$ cat config.mk
export PLATFORM = sky130hd
export DESIGN_NAME = rom_burst_reader
export DESIGN_NICKNAME = d
export VERILOG_FILES = /design/src/rtl/rom_burst_reader.sv
export SDC_FILE = /design/constraint.sdc
export NUM_CORES = 1
export LEC_CHECK = 0
export BUFFER_PORTS_ARGS = -buffer_cell sky130_fd_sc_hd__buf_2
export CAP_MARGIN = 15
export CORE_MARGIN = 10
export CORE_UTILIZATION = 45
export DETAILED_ROUTE_END_ITERATION = 10
export PLACE_DENSITY = 0.78
export SETUP_SLACK_MARGIN = 0.5
export SYNTH_ARGS = -nofsm -noshare
export SYNTH_HDL_FRONTEND = slang
export SYNTH_SLANG_ARGS = --single-unit
$ cat constraint.sdc
create_clock -name clk -period 3.12 [get_ports clk]
set_input_delay 0.156 -clock clk [delete_from_list [all_inputs] [get_ports clk]]
set_output_delay 0.156 -clock clk [all_outputs]
set_load 0.005 [all_outputs]
$ cat src/rtl/rom_burst_reader.sv
// Block-read sequencer for a 1-cycle-latency synchronous ROM; optional running checksum when ROM_BURST_CHECKSUM_EN is defined.
// Latency: first word on out_valid two edges after the edge that accepts start; one word per clk once streaming.
// Backpressure: out_ready stalls the head of a 2-entry buffer, and reads are issued only while a buffer slot is guaranteed.

// Generic synchronous FIFO, first-word-fall-through.
// Latency: a written word is visible at rd_dat the cycle after wr_vld.
// Backpressure: the writer must not push when full unless popping in the same cycle.
module rbr_fifo #(
    parameter int WIDTH = 8,
    parameter int DEPTH = 2,
    parameter int CW    = $clog2(DEPTH + 1)
) (
    input  logic             clk,
    input  logic             reset,
    input  logic             wr_vld,
    input  logic [WIDTH-1:0] wr_dat,
    input  logic             rd_rdy,
    output logic             rd_vld,
    output logic [WIDTH-1:0] rd_dat,
    output logic [CW-1:0]    count
);
    localparam int AW = (DEPTH > 1) ? $clog2(DEPTH) : 1;
    localparam logic [AW-1:0] PTR_LAST = AW'(DEPTH - 1);
    localparam logic [AW-1:0] PTR_ONE  = AW'(1);
    localparam logic [CW-1:0] CNT_ONE  = CW'(1);

    logic [WIDTH-1:0] mem [DEPTH];
    logic [AW-1:0]    wr_ptr;
    logic [AW-1:0]    rd_ptr;
    logic             do_pop;

    assign rd_vld = (count != '0);
    assign do_pop = rd_vld && rd_rdy;
    assign rd_dat = mem[rd_ptr];

    always_ff @(posedge clk) begin
        if (wr_vld) begin
            mem[wr_ptr] <= wr_dat;
        end
    end

    always_ff @(posedge clk or posedge reset) begin
        if (reset) begin
            wr_ptr <= '0;
            rd_ptr <= '0;
            count  <= '0;
        end else begin
            if (wr_vld) begin
                wr_ptr <= (wr_ptr == PTR_LAST) ? '0 : wr_ptr + PTR_ONE;
            end
            if (do_pop) begin
                rd_ptr <= (rd_ptr == PTR_LAST) ? '0 : rd_ptr + PTR_ONE;
            end
            case ({wr_vld, do_pop})
                2'b10:   count <= count + CNT_ONE;
                2'b01:   count <= count - CNT_ONE;
                default: count <= count;
            endcase
        end
    end
endmodule

// Streams `length` consecutive ROM words from base_addr over valid/ready.
// Latency: out_valid rises two edges after start is accepted; done is a 1-clk pulse after the final accept.
// Backpressure: out_ready low holds out_data; at most two reads are outstanding beyond the accepted count.
module rom_burst_reader #(
    parameter int DATA_WIDTH = 8,
    parameter int ADDR_WIDTH = 7,
    parameter int LEN_WIDTH  = 8
) (
    input  logic                  clk,
    input  logic                  reset,
    input  logic                  start,
    input  logic [ADDR_WIDTH-1:0] base_addr,
    input  logic [LEN_WIDTH-1:0]  length,
    output logic                  busy,
    output logic                  done,
    output logic [ADDR_WIDTH-1:0] rom_addr,
    input  logic [DATA_WIDTH-1:0] rom_q,
    output logic [DATA_WIDTH-1:0] out_data,
    output logic                  out_valid,
    input  logic                  out_ready
`ifdef ROM_BURST_CHECKSUM_EN
    ,
    output logic [DATA_WIDTH-1:0] checksum
`endif
);
    localparam logic [1:0] ST_IDLE = 2'd0;
    localparam logic [1:0] ST_RUN  = 2'd1;
    localparam logic [1:0] ST_DONE = 2'd2;

    localparam logic [LEN_WIDTH-1:0]  LEN_ONE  = LEN_WIDTH'(1);
    localparam logic [ADDR_WIDTH-1:0] ADDR_ONE = ADDR_WIDTH'(1);

    logic [1:0]            state;
    logic [LEN_WIDTH-1:0]  len_q;
    logic [LEN_WIDTH-1:0]  issued_cnt;
    logic [LEN_WIDTH-1:0]  accepted_cnt;
    logic [ADDR_WIDTH-1:0] issue_ptr;
    logic                  inflight;
    logic [1:0]            buf_count;
    logic                  pop;
    logic                  issue;
    logic                  last_pop;

    assign pop      = out_valid && out_ready;
    // A pop in the same cycle frees the slot the new read will land in.
    assign issue    = (state == ST_RUN) && (issued_cnt < len_q) &&
                      (((buf_count + {1'b0, inflight}) < 2'd2) || pop);
    assign last_pop = pop && (accepted_cnt == len_q - LEN_ONE);

    assign busy     = (state == ST_RUN);
    assign done     = (state == ST_DONE);
    assign rom_addr = issue_ptr;

    always_ff @(posedge clk or posedge reset) begin
        if (reset) begin
            state        <= ST_IDLE;
            len_q        <= '0;
            issued_cnt   <= '0;
            accepted_cnt <= '0;
            issue_ptr    <= '0;
        end else begin
            case (state)
                ST_IDLE: begin
                    if (start) begin
                        state        <= ST_RUN;
                        len_q        <= length;
                        issue_ptr    <= base_addr;
                        issued_cnt   <= '0;
                        accepted_cnt <= '0;
                    end
                end
                ST_RUN: begin
                    if (issue) begin
                        issue_ptr  <= issue_ptr + ADDR_ONE;
                        issued_cnt <= issued_cnt + LEN_ONE;
                    end
                    if (pop) begin
                        accepted_cnt <= accepted_cnt + LEN_ONE;
                    end
                    // A zero-length burst spends a single busy cycle here.
                    if ((len_q == '0) || last_pop) begin
                        state <= ST_DONE;
                    end
                end
                ST_DONE: state <= ST_IDLE;
                default: state <= ST_IDLE;
            endcase
        end
    end

    always_ff @(posedge clk or posedge reset) begin
        if (reset) begin
            inflight <= 1'b0;
        end else begin
            inflight <= issue;
        end
    end

    rbr_fifo #(
        .WIDTH (DATA_WIDTH),
        .DEPTH (2),
        .CW    (2)
    ) u_buf (
        .clk    (clk),
        .reset  (reset),
        .wr_vld (inflight),
        .wr_dat (rom_q),
        .rd_rdy (out_ready),
        .rd_vld (out_valid),
        .rd_dat (out_data),
        .count  (buf_count)
    );

`ifdef ROM_BURST_CHECKSUM_EN
    always_ff @(posedge clk or posedge reset) begin
        if (reset) begin
            checksum <= '0;
        end else if ((state == ST_IDLE) && start) begin
            checksum <= '0;
        end else if (pop) begin
            checksum <= checksum + out_data;
        end
    end
`endif
endmodule

# Word-level counts from Yosys, hierarchy flattened
# Memories as Yosys holds them, arrays and structs flattened.
# Cells that the tools add are included.
word_totals:
  regBits: 38
  mem_bits_rw: 16
  wordCells: 61
  mem_count: 1
memory_table:
  columns: ["memory", "depth", "word_bits", "rd", "rd_clocked_by_memory_dff", "write_ports", "line_no", "rtl"]
  rows:
  - ["u_buf.mem", 2, 8, 1, 0, 1, "27", "logic [WIDTH-1:0] mem [DEPTH];"]
op_classes:
  addsub: 9
  n_lt_le_gt_ge: 2
  n_eq_ne: 9
  muxes: 16
  n_reduce_logical: 15
ops:
  columns: ["operator", "count"]
  rows:
  - ["$pmux W8 S2", 2]
  - ["$mux W8", 3]
  - ["$add A8 B1 Y8 const B", 2]
  - ["$mux W7", 2]
  - ["$pmux W7 S2", 1]
  - ["$eq A8 B8 Y1", 1]
  - ["$logic_not A8 Y1", 1]
  - ["$lt A8 B8 Y1", 1]
  - ["$pmux W2 S2", 2]
  - ["$sub A8 B1 Y8 const B", 1]
  - ["$add A7 B1 Y7 const B", 1]
  - ["$ne A2 B1 Y1 const B", 3]
  - ["$reduce_and A3 Y1", 2]
  - ["$reduce_bool A2 Y1", 3]
  - ["$eq A2 B1 Y1 const B", 2]
  - ["$eq A2 B2 Y1 const B", 2]
  - ["$logic_and A1 B1 Y1", 4]
  - ["$mux W1", 4]
  - ["$mux W2", 2]
  - ["$reduce_and A2 Y1", 2]
  - ["$add A1 B1 Y1 const B", 2]
  - ["$add A2 B1 Y2", 1]
  - ["$add A2 B1 Y2 const B", 1]
  - ["$logic_not A2 Y1", 1]
  - ["other kinds (4)", 5]

# Logic depth before layout (Yosys ltp)
logic_depth:
  ltp_word: 6
  ltp_mapped: 8
  mapped_depth_nobuf: 8

# By module
# From an unflattened synthesis, not the netlist that was laid out.
hier_totals:
  cells_unflattened: 280
  area_unflattened_um2: 2906.5
by_module_without_submodules:
  columns: ["mod", "instances", "cells_per_inst", "area_per_inst_um2", "seq_area_each_um2"]
  rows:
  - ["rom_burst_reader", 1, 238, 2135.8, 850.8]
  - ["rbr_fifo", 1, 42, 770.7, 580.6]

# Worst setup path before layout
# OpenSTA, ideal clock, no wires.
synth_timing:
  path_kind: "register -> register"
  start: "reg len_q[1]"
  end: "reg issued_cnt[5]"
  setup_time_ps: 78
  t_arrival_ps: 2105
  required_time_ps: 3042
  setup_slack_ps: 937
  path_stages_with_launch: 7
  path_buffers: 0
  cell_sequence: "dfrtp_1 inv_1 ha_1 a2111o_1 a2111o_1 or4_1 a21oi_1"
synth_between:
  elab_chain_len: 5
synth_rtl:
  columns: ["item", "line_no", "rtl"]
  rows:
  - ["start: declaration", "96", "logic [LEN_WIDTH-1:0] len_q;"]
  - ["start signal: assignment", "128", "len_q <= length;"]
  - ["$lt A8 B8 Y1", "108", "assign issue = (state == ST_RUN) && (issued_cnt < len_q) &&"]
  - ["$logic_and A1 B1 Y1 (2 in a row)", "108", null]
  - ["$ne A2 B1 Y1 (no source line)", null, null]
  - ["$reduce_and A3 Y1 (no source line)", null, null]
  - ["end signal: assignment", "137", "issued_cnt <= issued_cnt + LEN_ONE;"]
  - ["end: declaration", "97", "logic [LEN_WIDTH-1:0] issued_cnt;"]
# Every way passes these cells.
# A chain may end at the register's enable or synchronous reset.

# Worst setup path after layout
layout_timing:
  start: "reg state[1]"
  end: "reg issued_cnt[5]"
layout_between:
  elab_chain_len: 5
  elab_cells_between_ends: 9
  cone_classes: "eq/ne (3); mux (1); reduce/logical (5)"
layout_rtl:
  columns: ["item", "line_no", "rtl"]
  rows:
  - ["start: declaration", "95", "logic [1:0] state;"]
  - ["start signal: assignment", "118", "state <= ST_IDLE;"]
  - ["start signal: assignment", "127", "state <= ST_RUN;"]
  - ["start signal: assignment", "144", "state <= ST_DONE;"]
  - ["$eq A2 B1 Y1", "108, 124", null]
  - ["$logic_and A1 B1 Y1 (2 in a row)", "108", null]
  - ["$ne A2 B1 Y1 (no source line)", null, null]
  - ["$reduce_and A3 Y1 (no source line)", null, null]
# Parallel ways exist; a longest one is shown, timed or not.

==> run summary <==
The ratio of total power to cell area came out at 945 nW/µm². The number of port buffers came out at 44. The global routing usage summed across all routing layers came out at 12.5%. The final wirelength is 6230 µm.

The count of vias placed by the detailed router is 2171. The synthesized netlist net count is 313. The fraction of power spent switching nets came out at 41.5%. The worst path needs 2460 ps of the cycle, external delays included. At the worst endpoint, the arrival time is 2690 ps. The wire length of the first global-routing pass came out at 10300 µm. In this run, synthesis produced a sequential element count of 54. The net switching power of the design is 1.26 mW. Clock latency on the worst-skew pair, taken at its later pin, is 310 ps. The peak fanout along the critical path is 15. The dominant register cell in the synthesized netlist is sky130_fd_sc_hd__dfrtp_1. In the synthesized netlist the async set-or-reset flop fraction comes to 70.4%. Routability-driven placement finished with a final weighted congestion of 0.870. The count of TritonRoute iterations in the first routing pass is 4. The number of pins exceeding their max-slew limit in the final report is 0. The met3 global-route usage came out at 3.11%. The commonest non-fill, non-tap cell in the layout is sky130_fd_sc_hd__buf_2. The internal cell power is 1.78 mW. The number of DRC violations after detailed routing is 0. Sequential cells were found to cover 50.8% of the synthesized design area. TritonCTS built the clock tree. The number of top-level pins is 45. The area fraction in and, or, nand and nor cells after synthesis is 15.0%. For this run, the number of Yosys warnings is 0. The endpoint required time on the critical path came out at 3350 ps. The register clock-pin slew on the reported worst setup and hold paths came out at 100 ps. The overall power of the completed layout came out at 3.04 mW. The worst max-slew margin expressed relative to the limit is 48.9%. The run finished with clean final reports. Setup repair after global routing left no endpoint under its margin. After detailed routing, the average wire length per cell comes to 15.8 µm. The repair_antennas step left the layout with diodes totalling 0. After synthesis, the mean cell area works out to 10.3 µm². The number of post-CTS setup repair buffers is 0. The category of the worst setup path capture point is a register. The number of hold violations in the final report came out at 0. The root buffer cell chosen for the clock tree is sky130_fd_sc_hd__clkbuf_8.

After layout, the worst path uses 78.7% of the clock period. The fraction of met2 tracks used by global routing came out at 20.6%. The worst setup path is of the register to register kind. The met1 layer usage reported by global route came out at 15.3%. The multiplexer fraction of the synthesized cell area came out at 3.91%.

The share of total power dissipated in sequential elements is 42.7%. The number of max-cap violations is 0. The final setup skew came out at 4.56 ps. The detailed placer's ending HPWL is 4660 µm.

Entering global routing, the biggest net connects 39 pins. The measured slew at the worst slew-check pin came out at 767 ps. The H-tree level count is 2.

The fraction of final layout cells with drive strength greater than 1 came out at 21.3%. VDD sags by at most 571 µV. The number of buffers inserted for hold repair after clock tree synthesis is 1. The vertical die dimension came out at 99.1 µm. The number of fillers in the final layout came out at 525. The post-detailed-route count of antenna-violating nets came out at 0.

By area, the combinational part of the netlist is dominated by simple AND/OR/NAND/NOR gates. The post-synthesis share of cell area spent on full adders, half adders and majority gates came out at 5.77%. The synthesis-to-finish area growth came out at 14.1%. The initial antenna violation count came out at 0.

The non-filler instance count after layout is 394. The count of cell types in the netlist is 47. The die area came out at 9830 µm². The leakage power total came out at 1.40 nW. The worst-case clock buffer depth is 2. Traced cell by cell, the critical path runs through nand2b_1 > inv_2 > o211ai_1 > a2111o_1 > or4_1 > a21oi_1. The synthesized netlist cell count is 273.

The setup total negative slack is 0 ps. The total number of nets in the final design is 358. The combined area of the multi-input logic cells came out at 1290 µm². The number of gates resized after CTS was 0. Buffers inserted during clock tree synthesis total 5. The die extent in x is 99.1 µm. The worst hold path belongs to the class input pin to register. The setup violation total in the final timing report is 0. The core area came out at 5990 µm².

The violation count after the first detailed-routing iteration is 127. Counting flops with a built-in enable in the synthesized netlist gives 16. The placed instance count is 385. The kind of start point of the critical path is a register.

The initial cell density of the core came out at 47.0%. The cell with the biggest individual delay on the critical path is sky130_fd_sc_hd__or4_1. The initialized floorplan defines 28 standard-cell rows. The synthesized netlist devotes 14.6% of its cell area to compound gates. The relative contribution of the clock network to total power is 13.4%.

The critical path's largest stage delay came out at 520 ps. The sink count of the clock tree is 54. The flip-flop and latch area is 1430 µm². The top cell types in the final layout, fill and taps aside, are sky130_fd_sc_hd__buf_2, sky130_fd_sc_hd__dfrtp_1, sky130_fd_sc_hd__nand2_1.

The via count of the first global-routing pass came out at 2152. For this run the aggregate overflow at the end of global routing stands at 0. Of the total power, combinational logic draws 43.9%. For this run, the top clock speed supported by timing is 407 MHz.

The cell area after technology mapping is 2820 µm². After global routing, the most crowded layer is met2. The via density per instance is 5.51. The xor/xnor share of the synthesized area is 6.53%.
## Yosys cell counts, drive strengths merged (2+ instances only)
cell type	count	area share (%)
a2111o	3	1.2
a21oi	15	2.7
and3	3	0.67
clkbuf	8	1.1
dfrtp	38	34
edfxtp	16	17
ha	13	5.8
inv	16	2.1
mux2	8	3.2
mux2i	2	0.71
nand2	22	2.9
nand2b	8	1.8
nand3	18	3.2
nand4	5	1.1
nor2	20	2.7
nor3	3	0.53
o211ai	6	1.6
o21ai	19	3.4
o22ai	2	0.44
o2bb2a	2	0.71
o31ai	2	0.53
or2	2	0.44
or3	2	0.49
xnor2	9	2.8
xor2	12	3.7
## power groups by stage
| stage | combinational [mW] | clock (mW) | sequential, mW |
|---|---|---|---|
| global route | 1.53 | 0.430 | 1.34 |
| detailed placement | 1.35 | 0 | 1.31 |
| finish | 1.33 | 0.407 | 1.30 |
| global placement | 1.30 | 0 | 1.29 |
| floorplan | 1.04 | 0 | 1.21 |
| CTS | 1.35 | 0.413 | 1.29 |
## worst max-delay path: cells and delay by family, from the launching register on
family,cells,cell delay (ps)
AND/OR/NAND/NOR,2,840
AO/OA/AOI/OAI,3,810
flip-flops,1,430
buffers and inverters,1,300
## final timing paths
path,depth (start not counted),slack (ps),start,endpoint
worst min-delay path,1,30,rom_q[1],u_buf.mem[0][1]
min in group asynchronous,4,500,reset,inflight
worst max register to register,6,660,state[1],issued_cnt[5]
worst max-delay path,6,660,state[1],issued_cnt[5]
worst min register to register,1,500,u_buf.wr_ptr,u_buf.wr_ptr
max in group asynchronous,4,2300,reset,len_q[6]
## layer usage
| layer | wire [µm] | up-vias |
|---|---|---|
| met5 | 0 | - |
| met4 | 107 | 0 |
| met3 | 305 | 8 |
| met2 | 2990 | 57 |
| met1 | 2830 | 1033 |
| li1 | - | 1073 |
## cell families (layout without fill, tap and decap cells)
kind of cell / after synthesis / in the layout
buf+inv: 25 / 71
flops: 54 / 54
xor+xnor: 21 / 21
simple gates: 88 / 88
compound gates: 62 / 62
fa+ha+maj: 13 / 13
mux: 10 / 10
## registers in the layout, summed over array words and instances (netlist names), 2 cells and up
register	count
u_buf.count	2
state	2
rom_addr	7
len_q	8
u_buf.mem	16
issued_cnt	8
accepted_cnt	8
## area by class of cell
class                           instances  share of cell area (%)
Sequential cell                        54                    44.5
Clock buffer                            5                    2.14
Tap cell                               75                    2.92
Inverter                               16                    1.87
Clock inverter                          3                   0.778
Multi-Input combinational cell        194                    40.2
Timing Repair Buffer                   47                    7.63
## metrics by stage
step	instance area [µm²]	utilization [%]	hold WS, ps	worst slack [ps]
floorplan	2820	-	255	937
global route	3220	53.7	24.2	520
global placement	3110	51.9	298	823
CTS	3220	53.7	24.4	685
finish	3220	53.7	28.5	664
detailed placement	3110	51.9	302	706
No activity file was read; power rests on OpenSTA's default activity.
